`src/rtl/cdc_ctrl_pkg.sv`:
```
// Shared types and constants for the shift-frame controller.
// Latency: n/a (declarations only).
// Backpressure: n/a.
package cdc_ctrl_pkg;

    // Width of the chain control word owned by the controller.
    localparam int CTL_W = 3;

    // TX frame sequencer states; the encoding is visible on tx_state_o.
    typedef enum logic [1:0] {
        IDLE  = 2'd0,
        SHIFT = 2'd1,
        DONE  = 2'd2,
        GAP   = 2'd3
    } tx_state_t;

endpackage

```
`src/rtl/cdc_frame_rx.sv`:
```
// Deserialises new_data/data/done frames from the chain, LSB first, and flags malformed frames.
// Latency: rx_data_o/rx_valid_o/rx_err_o update on the clock edge that samples done (one cycle after the done cycle).
// Backpressure: none; frames arrive at the chain's pace and are never stalled.
module cdc_frame_rx
    import cdc_ctrl_pkg::*;
#(
    parameter int WIDTH = 8,
    parameter int CNT_W = 8
) (
    input  logic             clk_i,
    input  logic             rst_ni,
    input  logic             en_i,
    input  logic             rx_new_data_i,
    input  logic             rx_data_i,
    input  logic             rx_done_i,
    output logic [WIDTH-1:0] rx_data_o,
    output logic             rx_valid_o,
    output logic             rx_err_o,
    output logic [CNT_W-1:0] rx_count_o,
    output logic [CNT_W-1:0] err_count_o
);

    // Bit counter must reach WIDTH itself so a full frame can be told from an overlong one.
    localparam int BW = $clog2(WIDTH + 1);

    logic [WIDTH-1:0] shreg_q;
    logic [BW-1:0]    cnt_q;
    logic             active_q;
    logic [WIDTH-1:0] bit_in;

    // Incoming bit placed at the current bit position, OR-ed into the partial word.
    assign bit_in = {{(WIDTH-1){1'b0}}, rx_data_i} << cnt_q;

    // Frame tracking: start, accumulate, close good or bad; status pulses last one cycle.
    always_ff @(posedge clk_i or negedge rst_ni) begin
        if (!rst_ni) begin
            shreg_q     <= '0;
            cnt_q       <= '0;
            active_q    <= 1'b0;
            rx_data_o   <= '0;
            rx_valid_o  <= 1'b0;
            rx_err_o    <= 1'b0;
            rx_count_o  <= '0;
            err_count_o <= '0;
        end else begin
            rx_valid_o <= 1'b0;
            rx_err_o   <= 1'b0;
            if (en_i) begin
                if (rx_done_i) begin
                    // done closes an open frame; new_data alongside done is ignored.
                    if (active_q) begin
                        active_q <= 1'b0;
                        if (cnt_q == BW'(WIDTH)) begin
                            rx_data_o  <= shreg_q;
                            rx_valid_o <= 1'b1;
                            rx_count_o <= rx_count_o + CNT_W'(1);
                        end else begin
                            rx_err_o    <= 1'b1;
                            err_count_o <= err_count_o + CNT_W'(1);
                        end
                    end
                end else if (rx_new_data_i) begin
                    // A strobe inside an open frame kills it, but still starts a fresh one.
                    if (active_q) begin
                        rx_err_o    <= 1'b1;
                        err_count_o <= err_count_o + CNT_W'(1);
                    end
                    shreg_q  <= {{(WIDTH-1){1'b0}}, rx_data_i};
                    cnt_q    <= BW'(1);
                    active_q <= 1'b1;
                end else if (active_q) begin
                    if (cnt_q == BW'(WIDTH)) begin
                        // One bit too many: drop the frame; the trailing done is then ignored.
                        rx_err_o    <= 1'b1;
                        err_count_o <= err_count_o + CNT_W'(1);
                        active_q    <= 1'b0;
                    end else begin
                        shreg_q <= shreg_q | bit_in;
                        cnt_q   <= cnt_q + BW'(1);
                    end
                end
            end
        end
    end

endmodule

```
`src/rtl/cdc_shift_controller.sv`:
```
// Serial frame sequencer: TX word -> new_data/data/done frame, RX frame -> word, plus chain control word.
// Latency: first serial bit the cycle after accept; next accept WIDTH+GAP_CYCLES+1 cycles after the previous one.
// Backpressure: tx_ready_o is high only in IDLE with en_i set; RX has no backpressure.
module cdc_shift_controller
    import cdc_ctrl_pkg::*;
#(
    parameter int WIDTH      = 8,
    parameter int GAP_CYCLES = 1,
    parameter int CNT_W      = 8
) (
    input  logic             clk_i,
    input  logic             rst_ni,
    input  logic             en_i,
    input  logic [CTL_W-1:0] cfg_ctl_i,
    output logic [CTL_W-1:0] ctl_o,
    input  logic [WIDTH-1:0] tx_data_i,
    input  logic             tx_valid_i,
    output logic             tx_ready_o,
    output logic             shift_new_data_o,
    output logic             shift_data_o,
    output logic             shift_done_o,
    input  logic             rx_new_data_i,
    input  logic             rx_data_i,
    input  logic             rx_done_i,
    output logic [WIDTH-1:0] rx_data_o,
    output logic             rx_valid_o,
    output logic             rx_err_o,
    output logic [CNT_W-1:0] tx_count_o,
    output logic [CNT_W-1:0] rx_count_o,
    output logic [CNT_W-1:0] err_count_o,
    output logic [1:0]       tx_state_o
);

    localparam int BW = $clog2(WIDTH);
    // GAP lasts GAP_CYCLES-1 cycles, so its counter only has to reach GAP_CYCLES-2.
    localparam int GW = (GAP_CYCLES > 2) ? $clog2(GAP_CYCLES - 1) : 1;

    tx_state_t        state_q;
    tx_state_t        state_d;
    logic [WIDTH-1:0] sreg_q;
    logic [BW-1:0]    bcnt_q;
    logic [GW-1:0]    gcnt_q;
    logic             accept;

    assign accept     = tx_ready_o & tx_valid_i;
    assign tx_state_o = state_q;

    // TX state register; async reset puts the chain back to idle (done=1) immediately.
    always_ff @(posedge clk_i or negedge rst_ni) begin
        if (!rst_ni) begin
            state_q <= IDLE;
        end else begin
            state_q <= state_d;
        end
    end

    // TX next state and serial outputs, decoded straight from the state registers.
    always_comb begin
        state_d          = state_q;
        tx_ready_o       = 1'b0;
        shift_new_data_o = 1'b0;
        shift_data_o     = 1'b0;
        shift_done_o     = 1'b1;
        case (state_q)
            IDLE: begin
                tx_ready_o = en_i;
                if (en_i && tx_valid_i) begin
                    state_d = SHIFT;
                end
            end
            SHIFT: begin
                shift_done_o     = 1'b0;
                shift_new_data_o = (bcnt_q == '0);
                shift_data_o     = sreg_q[0];
                if (bcnt_q == BW'(WIDTH - 1)) begin
                    state_d = DONE;
                end
            end
            DONE: begin
                // DONE already supplies the first idle cycle of the gap.
                if (GAP_CYCLES > 1) begin
                    state_d = GAP;
                end else begin
                    state_d = IDLE;
                end
            end
            GAP: begin
                if (gcnt_q == GW'(GAP_CYCLES - 2)) begin
                    state_d = IDLE;
                end
            end
            default: begin
                state_d = IDLE;
            end
        endcase
    end

    // TX datapath: word shifter, bit and gap counters, frame counter.
    always_ff @(posedge clk_i or negedge rst_ni) begin
        if (!rst_ni) begin
            sreg_q     <= '0;
            bcnt_q     <= '0;
            gcnt_q     <= '0;
            tx_count_o <= '0;
        end else begin
            if (accept) begin
                sreg_q <= tx_data_i;
                bcnt_q <= '0;
            end else if (state_q == SHIFT) begin
                sreg_q <= sreg_q >> 1;
                bcnt_q <= bcnt_q + BW'(1);
            end
            if (state_q == GAP) begin
                gcnt_q <= gcnt_q + GW'(1);
            end else begin
                gcnt_q <= '0;
            end
            if (state_q == DONE) begin
                tx_count_o <= tx_count_o + CNT_W'(1);
            end
        end
    end

    // Control word follows the request only between frames. Loading on the edge into IDLE
    // makes a change requested mid-frame visible in the first IDLE cycle, and the accept
    // cycle itself (still IDLE) latches the word the next frame runs with.
    always_ff @(posedge clk_i or negedge rst_ni) begin
        if (!rst_ni) begin
            ctl_o <= '0;
        end else if ((state_q == IDLE) || (state_d == IDLE)) begin
            ctl_o <= cfg_ctl_i;
        end
    end

    cdc_frame_rx #(
        .WIDTH (WIDTH),
        .CNT_W (CNT_W)
    ) u_rx (
        .clk_i         (clk_i),
        .rst_ni        (rst_ni),
        .en_i          (en_i),
        .rx_new_data_i (rx_new_data_i),
        .rx_data_i     (rx_data_i),
        .rx_done_i     (rx_done_i),
        .rx_data_o     (rx_data_o),
        .rx_valid_o    (rx_valid_o),
        .rx_err_o      (rx_err_o),
        .rx_count_o    (rx_count_o),
        .err_count_o   (err_count_o)
    );

endmodule

```
`config.mk`:
```
export PLATFORM = sky130hd
export DESIGN_NAME = cdc_shift_controller
export DESIGN_NICKNAME = d
export VERILOG_FILES = /design/src/rtl/cdc_ctrl_pkg.sv /design/src/rtl/cdc_frame_rx.sv /design/src/rtl/cdc_shift_controller.sv
export SDC_FILE = /design/constraint.sdc
export NUM_CORES = 1
export LEC_CHECK = 0
export ABC_AREA = 1
export BUFFER_PORTS_ARGS = -buffer_cell sky130_fd_sc_hd__buf_2
export CAP_MARGIN = 20
export CORE_ASPECT_RATIO = 1.2
export CORE_MARGIN = 4
export CORE_UTILIZATION = 30
export CTS_CLUSTER_SIZE = 10
export DETAILED_ROUTE_END_ITERATION = 8
export GPL_ROUTABILITY_DRIVEN = 0
export GPL_TIMING_DRIVEN = 0
export PLACE_DENSITY = 0.54
export SYNTH_ARGS = -nofsm -noshare
export SYNTH_HDL_FRONTEND = slang
export SYNTH_SLANG_ARGS = --single-unit
export TNS_END_PERCENT = 1
```
`constraint.sdc`:
```
create_clock -name clk_i -period 1.4 [get_ports clk_i]
set_input_delay 0.42 -clock clk_i [delete_from_list [all_inputs] [get_ports clk_i]]
set_output_delay 0.42 -clock clk_i [all_outputs]
set_load 0.01 [all_outputs]
```
---- Word level (Yosys, flattened, before mapping) ----
Cells that the tools add are included.
W data, S select, Z words.
storage, ports and cells
  logic and storage cells ................. 80
  input bits .............................. 18
  register bits after elaboration ......... 64
  memory bits (read-only) ................. 0
  memories ................................ 0
  bits in writable memories ............... 0
  bits in latches ......................... 0
operators by class
  reduce and logical (&&, ||, !) cells .... 11
  $lt $le $gt $ge ......................... 0
  $add $sub $neg .......................... 6
  equal/unequal tests ..................... 7
  bitwise gates (word level) .............. 3
  shift-type cells ........................ 1
  multipliers ............................. 0
  div/mod/pow operators ................... 0
  multiplexer cells ....................... 38
operators by type and width
  operator               number
  $mux W8                12
  $add A8 B1 Y8 const B  3
  $mux W1                17
  $mux W4                3
  $reduce_and A4 Y1      3
  $or A8 B8 Y8           1
  $pmux W2 S4            1
  $shl A1 B4 Y8          1
  $mux W2                3
  $mux W3                2
  $add A4 B1 Y4 const B  1
  $eq A2 B2 Y1 const B   2
  $eq A4 B4 Y1 const B   1
  $logic_not A2 Y1       2
  $ne A2 B2 Y1 const B   2
  $reduce_bool A2 Y1     2
  $add A3 B1 Y3 const B  1
  $eq A3 B3 Y1 const B   1
  $logic_not A3 Y1       1
  $reduce_bool A3 Y1     1
  $eq A2 B1 Y1 const B   1
  $add A1 B1 Y1 const B  1
  $and A1 B1 Y1          1
  $logic_and A1 B1 Y1    1
  2 further kinds        2

---- Depth between registers and ports, before layout ----
  depth in word-level cells ............... 6
  gate-level depth with buffers ........... 9
  gate-level depth less buffers ........... 9

---- Cells and area by module ----
A second synthesis with hierarchy kept.
unflattened totals
  cell total of the unflattened synthesis .. 391
  area total of the unflattened synthesis .. 3,166.8 um^2
by module, submodules not included
  module                cells each  instances  sequential area each (um^2)  area an instance (um^2)
  cdc_frame_rx          248         1          975.9                        1,943.1
  cdc_shift_controller  143         1          625.6                        1,223.7

---- Least setup slack after synthesis ----
OpenSTA, ideal clock, no wires.
  path kind ............................... register to output
  start point ............................. register state_q[1], in the netlist tx_state_o[1]
  end point ............................... output shift_new_data_o
  stages on the path, launching flop included .. 5
  arrival ................................. 0.999 ns
  setup slack ............................. -0.019 ns
  cells stage by stage .................... dfrtp_1 inv_1 nand2_1 buf_2 nor2_1
on the way
  longest elaborated chain between the ends .. 2
ends and longest elaborated chain
  element                 RTL line                    text
  from (decl)             cdc_shift_controller.sv:38  tx_state_t state_q;
  from (signal assigned)  cdc_shift_controller.sv:53  state_q <= state_d;
  $eq A2 B1 Y1            cdc_shift_controller.sv:64  case (state_q)
  $mux W1                 cdc_shift_controller.sv:64
  to (decl)               cdc_shift_controller.sv:19  output logic shift_new_data_o,
Every way passes these cells.

---- Worst setup path after layout ----
Ends and elaborated chain as after synthesis.

==> metrics.txt <==
Reg area=roughly 1600 sq um; Worst path max stage delay=about 0.40 ns; Filler cells=1075; flops & latches, synth=64; Critical Path Fanout Max=5; initial antenna violation count=1; 1st-pass router iterations=4; r2r startpoint=tx_state_o[1]; slowest cell on the critical path=dfrtp_1; CP endpoint kind=primary output; area grow syn2layout=31.84%; Ys Warns=0; DR vias/cell=4.436; H-tree depth=3; R2R setup slack=-0.11 ns; ranking of synthesized cells by area=dfrtp_1, nand2_1, inv_1; cells after synthesis=~370; crit path cell chain=inv_2 > nand2_2 > buf_6 > nor2_4 > buf_6; number of flops mapped to enable cells by yosys=0; wire length per cell=approximately 11 um; count leader, synth=nand2_1; final hold vios=0; vias in the first global route=between 2000 and 3000; WP data arrival=~1.2 ns; CTS tree=built; global-route wire length before repair=roughly 12 mm; Worst setup SP type=register; top post-synthesis cells by count=nand2_1, dfrtp_1, inv_1, o21ai_0, nor2_1; largest net degree at the start of global routing=65; CP Class=register to primary output; Max Root-Sink Buffers=2; Total Neg Setup Slack=-1.160 ns; cell mode on critical path=buf_6; synthesized area=approximately 3100 sq um; antenna viol nets, final=0; # rows=40; DRT Wirelength=about 6.6 mm; CP delay by family, top=flip-flops; DR iter-0 viols=between 60 and 70; Critical Path RT=just under 1 ns; cell taking the most area after synthesis=dfrtp_1; Tot GR Track Use=between 10% and 20%; CTS buffer count=9; clock root buffer=clkbuf_16; Buffers on Ports=60; HPWL Detailed=between 4 and 5 mm; status=finished, violations left; chip width=roughly 100 um; final critical-path share of the clock period=114.2%; VDD IR max=between 0.8 and 0.9 mV; DR vias=between 2000 and 3000; Async S/R FF share, synth=100.0%; total gr overflow=0; worst path bufs/invs=3; R2R cell count=9; HP Class=input port to asynchronous set/reset pin; Die ar.=approximately 12000 sq um; # nets final=473; total core area=between 10000 and 15000 sq um; CTS Sinks=64; violated checks=setup timing; CTS clk-pin slew, worst paths=0.05 ns; Max Fclk=around 0.63 GHz; unrepaired setup endpoints after global routing=yes; placed cells=around 550; pwr/cell area=between 1500 and 2000 nW/um^2; DRC viols=0; Final WS setup=-0.1993 ns; Final Max Slew Viols=0; slew margin rel.=a little under half; syn nets=~390; Starting Density=between 30 and 40%; Final Non-Filler Cells=578; Hold Worst Slack=between 0.15 and 0.2 ns; # diodes=0; Synth Flop Type=dfrtp_1; Distinct cells, synth=22; FF-to-FF End=tx_count_o[7]; Skew-Pair Late Insertion Delay=0.32 ns; measured slew at the worst slew-check pin=just over 0.8 ns; Max Cap Viol=0; chip height=around 120 um; layout cell share with drive strength beyond 1=27.43%; Lkg Pwr=2.113 nW; top-area cell type share of the netlist area=between 50% and 60%; Seq/Total Area, Yosys=between 50% and 60%; Final min period=~1.6 ns; multi-input logic area=approximately 1300 sq um; Final Skew=0.005235 ns; io pins=61; Mapped Avg Cell Area=around 8.4 sq um; final setup vio count=16
==> per-layer routing <==
metal  track usage [%]  part of all wire, %
met2             19.53                   48
met5                 0                 0.14
met3             3.837                  5.8
met1             15.39                   45
met4             3.286                  1.2
==> state kept, by name, indices dropped and copies added, names as in the netlist <==
name / flops
bcnt_q: 3
ctl_o: 3
gcnt_q: 1
sreg_q: 8
tx_count_o: 8
tx_state_o: 2
u_rx.active_q: 1
u_rx.cnt_q: 4
u_rx.err_count_o: 8
u_rx.rx_count_o: 8
u_rx.rx_data_o: 8
u_rx.rx_err_o: 1
u_rx.rx_valid_o: 1
u_rx.shreg_q: 8
==> worst max path at each step <==
stage                        from             endpoint  slack (ns)  cells after the start
floorplan           tx_state_o[1]         shift_data_o      -0.009                      4
global placement           rst_ni        tx_count_o[2]       -0.43                      1
detailed placement  u_rx.cnt_q[0]  u_rx.err_count_o[2]       -0.20                      8
CTS                 tx_state_o[1]     shift_new_data_o       -0.23                      5
global route        tx_state_o[1]         shift_data_o       -0.27                      5
finish              tx_state_o[1]     shift_new_data_o       -0.20                      5
==> where the power goes <==
group          internal [W]  switching, W
logic               0.00110       0.00136
clock network       0.00147      0.000755
registers           0.00235      0.000398
==> metrics by stage <==
stage / utilization (%) / power, W / setup WS, ns / area (sq um)
after floorplan: - / 0.004020 / -0.009313 / 3068
after global placement: 35.23 / 0.004686 / -0.4252 / 3526
after detailed placement: 35.25 / 0.004762 / -0.1981 / 3528
after CTS: 39.89 / 0.007429 / -0.2279 / 3993
after global routing: 40.38 / 0.008035 / -0.2709 / 4041
final: 40.38 / 0.007436 / -0.1993 / 4041
==> what timing repair did <==
action,CTS,global route
gates resized for setup,27,22
pin swaps,1,1
endpoints found under the setup margin,42,54
hold buffers,0,0
endpoints found under the hold margin,0,0
setup buffers,10,0
==> layout make-up <==
| class | instances | share of cell area, % |
|---|---|---|
| Clock inverter | 3 | 0.9907 |
| Multi-Input combinational cell | 242 | 33.00 |
| Sequential cell | 64 | 39.75 |
| Tap cell | 126 | 3.901 |
| Buffer | 5 | 1.300 |
| Inverter | 55 | 5.108 |
| Clock buffer | 13 | 6.440 |
| Timing Repair Buffer | 70 | 9.505 |
==> cells by family after synthesis <==
group | after synthesis | synth area share [%]
DFF | 64 | 52.25
and+or+nand+nor | 169 | 23.39
AOI/OAI and AO/OA | 48 | 8.041
adders and majority gates | 8 | 3.265
muxes | 3 | 1.102
buffers and inverters | 60 | 7.959
xor gates and xnor gates | 14 | 4.000
==> cells in the final DEF, fill, tap and decap left out, types with 2 or more instances in the layout <==
master	count
nor2_4	4
nand3_2	2
o211ai_1	2
buf_6	5
nor3_1	2
ha_1	6
nand2_1	102
buf_2	58
inv_2	6
nand3_1	18
nor3_2	2
a21oi_1	9
xor2_1	11
nand3_4	2
nand4_1	2
nor2_1	24
o21ai_1	11
dfrtp_2	4
o21ai_0	23
nand2_4	2
ha_4	2
clkbuf_1	2
buf_4	12
nand3b_1	3
clkbuf_16	9
clkbuf_8	2
mux2_2	3
a21oi_2	2
clkinv_2	2
dfrtp_1	60
xnor2_1	3
inv_1	49
nand2_2	4
(Power assumes the default switching activity.)
